$ cat src/rtl/lcd_nibble_sequencer_if.sv
// lcd_nibble_sequencer_if
// Groups the command handshake and the downstream I2C write-controller
// handshake used by lcd_nibble_sequencer.
//   cmd_valid/cmd_rs/cmd_byte/backlight : command offered to the sequencer
//   cmd_ready                           : sequencer can accept a command
//   i2c_start/i2c_data                  : transfer request and payload
//   i2c_busy/i2c_done/i2c_ack           : downstream controller status
// modport master : the sequencer side
// modport slave  : the command source / I2C controller side
interface lcd_nibble_sequencer_if;
  logic        cmd_valid;
  logic        cmd_rs;
  logic [7:0]  cmd_byte;
  logic        backlight;
  logic        cmd_ready;
  logic        i2c_start;
  logic [31:0] i2c_data;
  logic        i2c_busy;
  logic        i2c_done;
  logic        i2c_ack;

  modport master (
    input  cmd_valid, cmd_rs, cmd_byte, backlight,
    input  i2c_busy, i2c_done, i2c_ack,
    output cmd_ready, i2c_start, i2c_data
  );

  modport slave (
    output cmd_valid, cmd_rs, cmd_byte, backlight,
    output i2c_busy, i2c_done, i2c_ack,
    input  cmd_ready, i2c_start, i2c_data
  );
endinterface

$ cat src/rtl/lcd_nibble_sequencer.sv
// lcd_nibble_sequencer
// Drives an HD44780-style LCD in 4-bit mode through an I2C port expander.
// After a power-up wait it plays a fixed init sequence, then accepts one
// instruction or character at a time and sends each byte as four expander
// writes (high nibble with EN pulse, then low nibble with EN pulse),
// followed by a settle delay.
// Ports:
//   clk      : system clock, rising edge
//   reset    : asynchronous, active-low reset
//   bus      : command + I2C handshake interface (master modport)
//   nack_err : sticky flag, a transfer was not acknowledged
//   busy     : high in every state except IDLE
module lcd_nibble_sequencer #(
  parameter logic [6:0] I2C_ADDR      = 7'h27,
  parameter int         SHORT_DELAY   = 2000,
  parameter int         LONG_DELAY    = 80000,
  parameter int         POWERUP_DELAY = 2000000
) (
  input  logic                          clk,
  input  logic                          reset,
  lcd_nibble_sequencer_if.master        bus,
  output logic                          nack_err,
  output logic                          busy
);

  typedef enum logic [2:0] {
    PWRUP  = 3'd0,
    IDLE   = 3'd1,
    XSTART = 3'd2,
    XWAIT  = 3'd3,
    NEXT   = 3'd4,
    DELAY  = 3'd5
  } state_t;

  localparam logic [23:0] PWR_LAST  = 24'(POWERUP_DELAY - 1);
  localparam logic [23:0] SHORT_CNT = 24'(SHORT_DELAY);
  localparam logic [23:0] LONG_CNT  = 24'(LONG_DELAY);
  localparam logic [2:0]  INIT_LAST = 3'd5;

  state_t      state;
  logic [23:0] pwr_cnt;
  logic [23:0] dly_cnt;
  logic [1:0]  nib_idx;
  logic [2:0]  init_idx;
  logic        in_init;
  logic        cur_rs;
  logic        cur_bl;
  logic [7:0]  cur_byte;
  logic [2:0]  next_init;

  assign next_init = init_idx + 3'd1;

  // Power-on init bytes: 8-bit wake-up twice, switch to 4-bit, 2-line
  // 5x8 font, display on, entry mode increment, clear.
  function automatic logic [7:0] init_rom(input logic [2:0] idx);
    case (idx)
      3'd0:    return 8'h33;
      3'd1:    return 8'h32;
      3'd2:    return 8'h28;
      3'd3:    return 8'h0C;
      3'd4:    return 8'h06;
      3'd5:    return 8'h01;
      default: return 8'h00;
    endcase
  endfunction

  // Transfer payload for nibble index idx: bit 1 picks the low nibble,
  // bit 0 set means the EN-falling half of the pulse.
  function automatic logic [31:0] frame(input logic [7:0] b, input logic rs,
                                        input logic bl, input logic [1:0] idx);
    logic [3:0] nib;
    nib = idx[1] ? b[3:0] : b[7:4];
    return {17'd0, I2C_ADDR, nib, bl, ~idx[0], 1'b0, rs};
  endfunction

  // Clear and home instructions need the long settle time.
  function automatic logic is_slow(input logic [7:0] b, input logic rs);
    return !rs && (b == 8'h01 || b == 8'h02 || b == 8'h03);
  endfunction

  // Single FSM: every output is a register updated on state transitions so
  // i2c_data only moves when a new transfer is launched.
  always_ff @(posedge clk or negedge reset) begin
    if (!reset) begin
      state         <= PWRUP;
      pwr_cnt       <= '0;
      dly_cnt       <= '0;
      nib_idx       <= '0;
      init_idx      <= '0;
      in_init       <= 1'b0;
      cur_rs        <= 1'b0;
      cur_bl        <= 1'b0;
      cur_byte      <= '0;
      bus.cmd_ready <= 1'b0;
      bus.i2c_start <= 1'b0;
      bus.i2c_data  <= '0;
      nack_err      <= 1'b0;
      busy          <= 1'b1;
    end else begin
      case (state)
        PWRUP: begin
          if (pwr_cnt == PWR_LAST) begin
            pwr_cnt       <= '0;
            in_init       <= 1'b1;
            init_idx      <= 3'd0;
            cur_rs        <= 1'b0;
            cur_bl        <= 1'b1;
            cur_byte      <= init_rom(3'd0);
            nib_idx       <= 2'd0;
            bus.i2c_data  <= frame(init_rom(3'd0), 1'b0, 1'b1, 2'd0);
            bus.i2c_start <= 1'b1;
            state         <= XSTART;
          end else begin
            pwr_cnt <= pwr_cnt + 24'd1;
          end
        end
        IDLE: begin
          if (bus.cmd_valid) begin
            cur_rs        <= bus.cmd_rs;
            cur_bl        <= bus.backlight;
            cur_byte      <= bus.cmd_byte;
            nib_idx       <= 2'd0;
            bus.i2c_data  <= frame(bus.cmd_byte, bus.cmd_rs, bus.backlight, 2'd0);
            bus.i2c_start <= 1'b1;
            bus.cmd_ready <= 1'b0;
            busy          <= 1'b1;
            state         <= XSTART;
          end
        end
        XSTART: begin
          if (bus.i2c_busy) begin
            bus.i2c_start <= 1'b0;
            state         <= XWAIT;
          end
        end
        XWAIT: begin
          if (!bus.i2c_busy && bus.i2c_done) begin
            if (!bus.i2c_ack) nack_err <= 1'b1;
            state <= NEXT;
          end
        end
        NEXT: begin
          if (nib_idx != 2'd3) begin
            nib_idx       <= nib_idx + 2'd1;
            bus.i2c_data  <= frame(cur_byte, cur_rs, cur_bl, nib_idx + 2'd1);
            bus.i2c_start <= 1'b1;
            state         <= XSTART;
          end else begin
            dly_cnt <= is_slow(cur_byte, cur_rs) ? LONG_CNT : SHORT_CNT;
            state   <= DELAY;
          end
        end
        DELAY: begin
          // The loaded count equals the number of cycles spent here; the
          // last cycle is the one where the counter steps to zero.
          if (dly_cnt <= 24'd1) begin
            dly_cnt <= '0;
            if (in_init && init_idx != INIT_LAST) begin
              init_idx      <= next_init;
              cur_byte      <= init_rom(next_init);
              nib_idx       <= 2'd0;
              bus.i2c_data  <= frame(init_rom(next_init), 1'b0, 1'b1, 2'd0);
              bus.i2c_start <= 1'b1;
              state         <= XSTART;
            end else begin
              in_init       <= 1'b0;
              bus.cmd_ready <= 1'b1;
              busy          <= 1'b0;
              state         <= IDLE;
            end
          end else begin
            dly_cnt <= dly_cnt - 24'd1;
          end
        end
        default: state <= PWRUP;
      endcase
    end
  end

endmodule

$ cat src/flat_wrapper.sv
// flat-port wrapper written by rule: the top's interface ports become plain ports
module lcd_nibble_sequencer_flat 
#(
  parameter logic [6:0] I2C_ADDR      = 7'h27,
  parameter int         SHORT_DELAY   = 2000,
  parameter int         LONG_DELAY    = 80000,
  parameter int         POWERUP_DELAY = 2000000
)
  (clk, reset, nack_err, busy, bus_cmd_valid, bus_cmd_rs, bus_cmd_byte, bus_backlight, bus_i2c_busy, bus_i2c_done, bus_i2c_ack, bus_cmd_ready, bus_i2c_start, bus_i2c_data);
  lcd_nibble_sequencer_if bus_i ();
  input  logic clk;
  input  logic reset;
  output logic nack_err;
  output logic busy;
  input wire logic [$bits(bus_i.cmd_valid)-1:0] bus_cmd_valid;
  input wire logic [$bits(bus_i.cmd_rs)-1:0] bus_cmd_rs;
  input wire logic [$bits(bus_i.cmd_byte)-1:0] bus_cmd_byte;
  input wire logic [$bits(bus_i.backlight)-1:0] bus_backlight;
  input wire logic [$bits(bus_i.i2c_busy)-1:0] bus_i2c_busy;
  input wire logic [$bits(bus_i.i2c_done)-1:0] bus_i2c_done;
  input wire logic [$bits(bus_i.i2c_ack)-1:0] bus_i2c_ack;
  output wire logic [$bits(bus_i.cmd_ready)-1:0] bus_cmd_ready;
  output wire logic [$bits(bus_i.i2c_start)-1:0] bus_i2c_start;
  output wire logic [$bits(bus_i.i2c_data)-1:0] bus_i2c_data;
  assign bus_i.cmd_valid = bus_cmd_valid;
  assign bus_i.cmd_rs = bus_cmd_rs;
  assign bus_i.cmd_byte = bus_cmd_byte;
  assign bus_i.backlight = bus_backlight;
  assign bus_i.i2c_busy = bus_i2c_busy;
  assign bus_i.i2c_done = bus_i2c_done;
  assign bus_i.i2c_ack = bus_i2c_ack;
  assign bus_cmd_ready = bus_i.cmd_ready;
  assign bus_i2c_start = bus_i.i2c_start;
  assign bus_i2c_data = bus_i.i2c_data;
  lcd_nibble_sequencer #(.I2C_ADDR(I2C_ADDR), .SHORT_DELAY(SHORT_DELAY), .LONG_DELAY(LONG_DELAY), .POWERUP_DELAY(POWERUP_DELAY)) u_core (.clk(clk), .reset(reset), .bus(bus_i), .nack_err(nack_err), .busy(busy));
endmodule
$ cat config.mk
export PLATFORM = sky130hd
export DESIGN_NAME = lcd_nibble_sequencer_flat
export DESIGN_NICKNAME = d
export VERILOG_FILES = /design/src/rtl/lcd_nibble_sequencer_if.sv /design/src/rtl/lcd_nibble_sequencer.sv /design/src/flat_wrapper.sv
export SDC_FILE = /design/constraint.sdc
export NUM_CORES = 1
export LEC_CHECK = 0
export BUFFER_PORTS_ARGS = -buffer_cell sky130_fd_sc_hd__buf_2
export CAP_MARGIN = 20
export CORE_MARGIN = 2
export CORE_UTILIZATION = 51
export CTS_CLUSTER_DIAMETER = 40
export DETAILED_ROUTE_END_ITERATION = 10
export PLACE_DENSITY = 0.71
export SLEW_MARGIN = 20
export SYNTH_ARGS = -nofsm -noshare
export SYNTH_HDL_FRONTEND = slang
export SYNTH_SLANG_ARGS = --single-unit
$ cat constraint.sdc
create_clock -name clk -period 2.8 [get_ports clk]
set_input_delay 0.28 -clock clk [delete_from_list [all_inputs] [get_ports clk]]
set_output_delay 0.28 -clock clk [all_outputs]
set_load 0.03 [all_outputs]
# Word level (Yosys, flattened, before mapping)
# Cells that the tools add are included.
word_totals:
  regBits: 103
  in_bits: 16
  out_inout_bits: 36
  elab_cells: 128
op_classes:
  order_cmp: 1
  n_mux: 56
  n_bitwise: 2
  reduce_logical: 26
  eq_ne: 25
  add_sub_neg: 4
op_table:
  columns: ["op", "n"]
  rows:
  - ["2-to-1 mux 32 bit", 5]
  - ["one-hot mux 32 bit (4 select lines)", 1]
  - ["2-to-1 mux 24 bit", 3]
  - ["one-hot mux 24 bit (2 select lines)", 1]
  - ["one-hot mux 6 bit (6 select lines)", 1]
  - ["2-to-1 mux 8 bit", 4]
  - ["2-to-1 mux 3 bit", 9]
  - ["adder 24 x 1 -> 24 bit, second input constant", 1]
  - ["== test 24 x 21 -> 1 bit, second input constant", 1]
  - ["less-or-equal comparator 24 x 1 -> 1 bit, second input constant", 1]
  - ["one-hot mux 8 bit (3 select lines)", 1]
  - ["subtractor 24 x 1 -> 24 bit, second input constant", 1]
  - ["one-hot mux 3 bit (6 select lines)", 1]
  - ["2-to-1 mux 17 bit", 1]
  - ["== test 8 x 2 -> 1 bit, second input constant", 2]
  - ["2-to-1 mux 1 bit", 14]
  - ["== test 3 x 2 -> 1 bit, second input constant", 4]
  - ["== test 3 bit, second input constant", 4]
  - ["2-to-1 mux 2 bit", 6]
  - ["AND reduction 4 bit", 3]
  - ["inequality test 2 x 1 -> 1 bit, second input constant", 5]
  - ["inequality test 2 bit, second input constant", 5]
  - ["one-hot mux 1 bit (2 select lines)", 5]
  - ["AND reduction 5 bit", 2]
  - ["22 further kinds", 33]

# Logic depth before layout (Yosys ltp)
# Gate-level depths: netlist of the first run.
logic_depth:
  depth_word: 7
  mapped_depth: 8

# Least setup slack after synthesis of the first run
# Ideal clock, no wire load.
synth_timing:
  path_type: "reg2reg"
  from: "register u_core.pwr_cnt[9]"
  to: "register u_core.init_idx[0]"
  path_stages_with_launch: 6
  required_ns: 2.672
  path_slack_ns: 0.271
  synth_period_minus_slack_ns: 2.529
  path_buffers: 0
  t_arrival_ns: 2.401
  path_cell_list: "dfrtp_1 -> or4b_4 -> or4b_1 -> or4_4 -> a21oi_1 -> mux2_1"
synth_between:
  elab_chain_cells: 3
synth_lines:
  columns: ["element", "line_no", "source"]
  rows:
  - ["start, declared", "lcd_nibble_sequencer.sv:41", "logic [23:0] pwr_cnt;"]
  - ["start signal, assigned", "lcd_nibble_sequencer.sv:114", "pwr_cnt <= pwr_cnt + 24'd1;"]
  - ["== test 24 x 21 -> 1 bit", "lcd_nibble_sequencer.sv:102", "if (pwr_cnt == PWR_LAST) begin"]
  - ["inequality test 2 x 1 -> 1 bit (no line)", null, null]
  - ["AND reduction 4 bit (no line)", null, null]
  - ["end signal, assigned", "lcd_nibble_sequencer.sv:159", "init_idx <= next_init;"]
  - ["end, declared", "lcd_nibble_sequencer.sv:44", "logic [2:0] init_idx;"]
# Every way passes these cells.
# A chain may end at the register's enable or synchronous reset.

# Final worst setup path of the first run
# Ends and elaborated chain as after synthesis.

==> impl_metrics.csv, run 1 <==
group,metric,value,unit
floorplan,io_pins,52,
timing,finClkSkew,0.01557,ns
place,hpwl,7.108,mm
finish,syn2layout_area_growth,9.534,%
yosys,synth_warnings,0,
power_and_ir_drop,comb_power_share,0.408,
yosys,syn_inst,501,
finish,n_fill_cell,775,
grt,grt_pass1_wl,17.29,mm
timing,max_freq,373.6,MHz
cts,clockBufferDepth,2,
timing,finalSetupViolCount,0,
grt,grt_pass1_vias,3643,
grt,antenna_found_initial,0,
finish,instances_no_fill,647,
yosys,synthTopCellsByArea,"dfrtp_1 42%, buf_4 4.1%, nor2_1 3.6%",
setup_path,path_cells,"or4b_4 > or4b_1 > or4_4 > a21oi_1 > mux2_1",
cts,post-cts-setup-buffers,0,
timing,final.setup.tns,0,ns
flow_run,cap_viol_max_count,0,
yosys,synthArstFlopShare,1.000,
setup_path,worst_ep_arrival_time,2.93,ns
setup_path,worstPathMaxFanout,5,
cts,clkTransAtPathRegs,0.09,ns
finish,nets,559,
yosys,avgSynthCellArea,9.168,µm²
finish,multi_input_area,2340,µm²
timing,slew_viol_final,0,
setup_path,crit_buf_inv,0,
yosys,synth_area_leader_cell,"dfrtp_1",
yosys,synth_cell_type_count,66,
min_path,hold_path_startpoint,"bus_i2c_ack",
power_and_ir_drop,power.internal,0.002514,W
timing,tightest_slew,0.5961,ns
yosys,synth_most_common_cell,"dfrtp_1",
cts,htreeDepth,3,
grt,grt_max_degree,80,
setup_path,endpoint_kind,"flip-flop",
yosys,synth_area,4593,µm²
place,place_worst_setup_slack,0.1382,ns
drt,wl_per_cell,15.50,µm
drt,wl,10.03,mm
finish,antenna_cells,0,
grt,gr-total-overflow,0,
drt,drt_first_iter_violations,152,
min_path,hold_path.class,"in2reg",
cts,cts_tree,"yes",
place,placed_cells_incl_taps,629,
timing,min_period,2.677,ns
setup_path,cpMaxStageDelayCell,"or4b_4",
power_and_ir_drop,p_clk_frac,0.201,
floorplan,num_rows,34,
drt,drt-pass1-iter-count,5,
power_and_ir_drop,p_total,0.004282,W
setup_path,rr_startpoint,"u_core.pwr_cnt[9]$_DFFE_PN0N_",
power_and_ir_drop,power_density,851.1,nW/µm²
floorplan,die_h,98.90,µm
cts,clock_latency,0.36,ns
finish,final_layout_size_suffix_gt1_frac,0.1633,
timing,hold_violations,0,
timing,setup_ws,0.1233,ns
floorplan,core_area,8721,µm²
finish,seq_area,1978,µm²
setup_path,reg2reg_slack,0.12,ns
place,gp_congestion,0.8033,
setup_path,cp.required,3.05,ns
yosys,synth_common_cells,"78 x dfrtp_1, 44 x nor2_1, 40 x nand2_1, 31 x o21ai_0, 25 x buf_4",
run_status,run_status,"finished, final reports clean",
setup_path,cp-start-kind,"flip-flop",
timing,post-route-period-util,0.9560,
yosys,ys.flop_type,"dfrtp_1",
setup_path,r2r_cells,5,
floorplan,initial_core_util,0.5267,
min_path,min_to,"u_core.nack_err$_DFFE_PN0P_",
setup_path,worst-setup-path-type,"reg2reg",
timing,relSlewSlack,0.6011,
yosys,ys_ff_latch,79,
power_and_ir_drop,netSwitchingFraction,0.4128,
setup_path,r2r-end,"u_core.init_idx[0]$_DFFE_PN0P_",
drt,drc_errors,0,
floorplan,die_w,98.90,µm
drt,vias,3754,
power_and_ir_drop,cellLeakagePower,2.263,nW
timing,rsz0062_at_grt,"no",
place,port_buffers,30,
cts,numCtsBuffers,9,
setup_path,max_stage_delay,0.54,ns
power_and_ir_drop,p_seq_frac,0.391,
drt,final_antenna_net_count,0,
power_and_ir_drop,p_sw,0.001768,W
drt,viasPerCell,5.802,
floorplan,dieArea,9781,µm²
min_path,hold_depth,2,
cts,cts_num_sinks,79,
yosys,synth_top_cell_area_share,0.4250,
cts,cts_root_buf,"clkbuf_8",
yosys,synth-edff-count,0,
yosys,ys_seq_area_frac,0.4307,
power_and_ir_drop,ir_drop,328.6,µV
setup_path,cp_top_family,"simple AND/OR/NAND/NOR gates",
grt,grt_usage,0.2155,
sequential cells by signal, summed over array words and instances (netlist names), 2 cells and up:
signal / flops
u_core.cur_byte: 8
u_core.init_idx: 3
u_core.state: 3
u_core.bus.i2c_data: 8
u_core.pwr_cnt: 24
u_core.dly_cnt: 24
u_core.nib_idx: 2
power groups by stage:
stage	combinational, W	sequential [W]	clock, W
finish	0.00175	0.00167	0.000860
global placement	0.00170	0.00167	0
detailed placement	0.00173	0.00169	0
global route	0.00195	0.00172	0.000912
floorplan	0.00124	0.00175	0
CTS	0.00173	0.00167	0.000878
worst register-to-register path: stages, from the launching register on:
cell and delay [ns]:
dfrtp_1 0.44, or4b_4 0.54, or4b_1 0.50, or4_4 0.47, a21oi_1 0.26, mux2_1 0.35
logic make-up after synthesis:
logic type                 Yosys count  synth area share
adders and majority gates            9           0.02452
xor gates and xnor gates            20           0.03814
DFF                                 79            0.4307
other                                1         0.0008164
buffers and inverters               66           0.07627
AOI/OAI and AO/OA                  108            0.1523
and+or+nand+nor                    191            0.2147
muxes                               27           0.06265
layout make-up:
cell class	count	share of cell area
clock inverters	6	0.01368
multi-input cells	376	0.4651
well taps	108	0.02686
inverters	21	0.01567
repair buffers	47	0.06018
clock buffers	10	0.02537
flip-flops and latches	79	0.3932
timing repair:
item,CTS,global route
hold buffers,0,1
hold endpoints to repair,0,21
resized for setup,0,0
metal layers:
layer | global-route usage | routed length [µm] | up-vias | part of all wire
li1 | - | - | 1814 | -
met3 | 0.04043 | 488 | 14 | 0.049
met1 | 0.2957 | 4716 | 1813 | 0.47
met4 | 0.06428 | 120 | 0 | 0.012
met5 | 0 | 0 | - | 0
met2 | 0.3488 | 4705 | 113 | 0.47
worst max-delay path by stage:
| stage | slack [ns] | from | depth (start not counted) | endpoint |
|---|---|---|---|---|
| final | 0.12 | u_core.pwr_cnt[9]$_DFFE_PN0N_ | 5 | u_core.init_idx[0]$_DFFE_PN0P_ |
| after floorplan | 0.27 | u_core.pwr_cnt[9]$_DFFE_PN0N_ | 5 | u_core.init_idx[0]$_DFFE_PN0P_ |
| after global placement | 0.19 | u_core.pwr_cnt[16]$_DFFE_PN0N_ | 5 | u_core.init_idx[0]$_DFFE_PN0P_ |
| after detailed placement | 0.14 | u_core.pwr_cnt[16]$_DFFE_PN0N_ | 5 | u_core.init_idx[0]$_DFFE_PN0P_ |
| after global routing | 0.06 | u_core.pwr_cnt[9]$_DFFE_PN0N_ | 5 | u_core.init_idx[0]$_DFFE_PN0P_ |
| after CTS | 0.13 | u_core.pwr_cnt[16]$_DFFE_PN0N_ | 5 | u_core.init_idx[0]$_DFFE_PN0P_ |
placed cells by master (no fill, tap or decap), types with 16 or more instances in the layout:
| master | synthesis | layout |
|---|---|---|
| conb_1 | 1 | 21 |
| nand3_1 | 16 | 16 |
| o21ai_0 | 31 | 31 |
| dfrtp_1 | 78 | 78 |
| nand2_1 | 40 | 40 |
| inv_1 | 21 | 21 |
| a21oi_1 | 23 | 23 |
| buf_4 | 25 | 16 |
| nor2_1 | 44 | 44 |
| nor3_1 | 22 | 22 |
| buf_2 | 1 | 29 |
through the flow:
| stage | utilization | hold slack (ns) | area [µm²] |
|---|---|---|---|
| after CTS | 0.5726 | 0.08237 | 4994 |
| final | 0.5769 | 0.09234 | 5031 |
| after detailed placement | 0.5501 | 0.4642 | 4797 |
| after global routing | 0.5769 | 0.09992 | 5031 |
| after floorplan | - | -0.01559 | 4668 |
| after global placement | 0.5501 | 0.4538 | 4797 |
Note: power is estimated with default switching activity, not from simulation.
==> inputs of run 2 (changes only) <==
==> constraint.sdc (replaced) <==
create_clock -name clk -period 2.8 [get_ports clk]
set_input_delay 0.14 -clock clk [delete_from_list [all_inputs] [get_ports clk]]
set_output_delay 0.14 -clock clk [all_outputs]
set_load 0.03 [all_outputs]
==> run 2 against run 1 <==
Compared with the run above: final cell count did not move; wire length decreased by 0.54%; first-iteration DRC count is 14% higher; sequential power about the same; register-to-register slack barely moved; via count increased by 0.29%; die area did not move; critical path type unchanged; largest power group unchanged.
==> impl_metrics.csv, run 2 (synthesized netlist as in run 1, its figures left out) <==
group,metric,value,unit
drt,drt_first_iter_violations,174,
setup_path,worst_ep_arrival_time,2.92,ns
power_and_ir_drop,power.internal,0.002512,W
drt,viasPerCell,5.819,
place,port_buffers,30,
setup_path,reg2reg_slack,0.13,ns
cts,clock_latency,0.37,ns
drt,wl_per_cell,15.42,µm
power_and_ir_drop,netSwitchingFraction,0.4130,
grt,gr-total-overflow,0,
setup_path,r2r_cells,5,
floorplan,core_area,8721,µm²
floorplan,die_w,98.90,µm
setup_path,cp.required,3.05,ns
timing,setup_ws,0.1274,ns
setup_path,cpMaxStageDelayCell,"or4b_4",
grt,grt_max_degree,80,
timing,min_period,2.673,ns
grt,grtUsageMet1,0.2959,
timing,max_freq,374.2,MHz
setup_path,path_cells,"or4b_4 > or4b_1 > or4_4 > a21oi_1 > mux2_1",
flow_run,cap_viol_max_count,0,
finish,final_layout_size_suffix_gt1_frac,0.1614,
grt,use_met3,0.04043,
finish,syn2layout_area_growth,9.235,%
setup_path,worst-setup-path-type,"reg2reg",
place,place_worst_setup_slack,0.1382,ns
cts,ctsResizeCount,0,
finish,nets,559,
finish,n_fill_cell,781,
grt,grt_pass1_vias,3642,
timing,finalSetupViolCount,0,
power_and_ir_drop,p_total,0.004279,W
finish,final_common_cell,"dfrtp_1",
drt,final_antenna_net_count,0,
power_and_ir_drop,p_sw,0.001767,W
min_path,hold_depth,2,
cts,cts_root_buf,"clkbuf_8",
setup_path,cp-start-kind,"flip-flop",
grt,grt_pass1_wl,17.29,mm
setup_path,endpoint_kind,"flip-flop",
cts,clkTransAtPathRegs,0.09,ns
timing,rsz0062_at_grt,"no",
drt,vias,3765,
cts,clockBufferDepth,2,
power_and_ir_drop,ir_drop,327.2,µV
cts,numCtsBuffers,9,
timing,tightest_slew,0.7187,ns
grt,grtUsageMet2,0.3488,
finish,final_cell_mix,"78 x dfrtp_1, 44 x nor2_1, 40 x nand2_1",
cts,cts_num_sinks,79,
power_and_ir_drop,p_seq_frac,0.391,
floorplan,die_h,98.90,µm
power_and_ir_drop,p_clk_frac,0.201,
place,hpwl,7.108,mm
cts,cts_tree,"yes",
grt,antenna_found_initial,0,
power_and_ir_drop,cellLeakagePower,2.255,nW
floorplan,io_pins,52,
timing,hold_violations,0,
cts,htreeDepth,3,
drt,drt-pass1-iter-count,4,
timing,slew_viol_final,0,
setup_path,max_stage_delay,0.54,ns
grt,globalRoute.busiestLayer,"met2",
floorplan,num_rows,34,
run_status,run_status,"finished, final reports clean",
place,gp_congestion,0.8033,
drt,drc_errors,0,
grt,grt_usage,0.2156,
finish,top_regs,"u_core.dly_cnt x24, u_core.pwr_cnt x24",
timing,relSlewSlack,0.5209,
floorplan,dieArea,9781,µm²
power_and_ir_drop,comb_power_share,0.408,
floorplan,initial_core_util,0.5267,
setup_path,worstPathMaxFanout,5,
finish,antenna_cells,0,
power_and_ir_drop,power_density,852.8,nW/µm²
timing,finClkSkew,0.01776,ns
timing,final.setup.tns,0,ns
drt,wl,9.977,mm
timing,post-route-period-util,0.9545,
min_path,hold_path.class,"in2reg",
-- run 2: changes by cell type in the layout (fill, tap and decap cells not counted), sizes merged --
cell	previous run	this run
buf	46	45
dlygate4sd3	1	2
-- run 2: cell type report --
class                      instances  area [µm²]  share of cell area
clock buffer                      10       127.6             0.02544
clock inverter                     6       68.82             0.01372
inverter                          21       78.83             0.01571
multi-input combinational        376        2340              0.4663
sequential                        79        1978              0.3943
tap                              108       135.1             0.02693
timing repair buffer              47       289.0             0.05761
-- run 2: routing by layer --
layer	wire, µm	vias to the layer above
met5	0	-
met4	128	0
met3	482	19
met2	4714	108
met1	4652	1828
li1	-	1810
-- run 2: power by group through the flow --
stage	registers (W)	clock network (W)	logic, W
floorplan	0.00175	0	0.00124
global placement	0.00167	0	0.00170
detailed placement	0.00169	0	0.00173
CTS	0.00167	0.000878	0.00174
global route	0.00172	0.000912	0.00195
finish	0.00167	0.000859	0.00175
-- run 2: through the flow --
step | hold WS (ns) | utilization | instances | cell area, µm²
detailed placement | 0.3297 | 0.5501 | 629 | 4797
finish | 0.05090 | 0.5753 | 647 | 5017
CTS | 0.04334 | 0.5749 | 647 | 5014
global placement | 0.3315 | 0.5501 | 629 | 4797
floorplan | -0.1556 | - | 521 | 4668
global route | 0.07021 | 0.5753 | 647 | 5017
-- run 2: worst paths after layout --
kind,startpoint,to
worst max-delay path,u_core.pwr_cnt[9]$_DFFE_PN0N_,u_core.init_idx[0]$_DFFE_PN0P_
worst min-delay path,bus_cmd_byte[7],u_core.cur_byte[7]$_DFFE_PN0P_
worst max register to register,u_core.pwr_cnt[9]$_DFFE_PN0N_,u_core.init_idx[0]$_DFFE_PN0P_
worst min register to register,u_core.nack_err$_DFFE_PN0P_,u_core.nack_err$_DFFE_PN0P_
max in group asynchronous,reset,u_core.pwr_cnt[18]$_DFFE_PN0N_
min in group asynchronous,reset,u_core.cur_byte[3]$_DFFE_PN0P_
-- run 2: timing repair --
item | in CTS | in global routing
setup buffers | 0 | 0
endpoints found under the hold margin | 79 | 0
hold buffers | 2 | 0
-- run 2: worst max-delay path, delay by kind of cell, from the launching register on --
family	cells	cell delay, ns
compound gates	1	0.26
flops	1	0.44
mux	1	0.35
simple gates	3	1.51
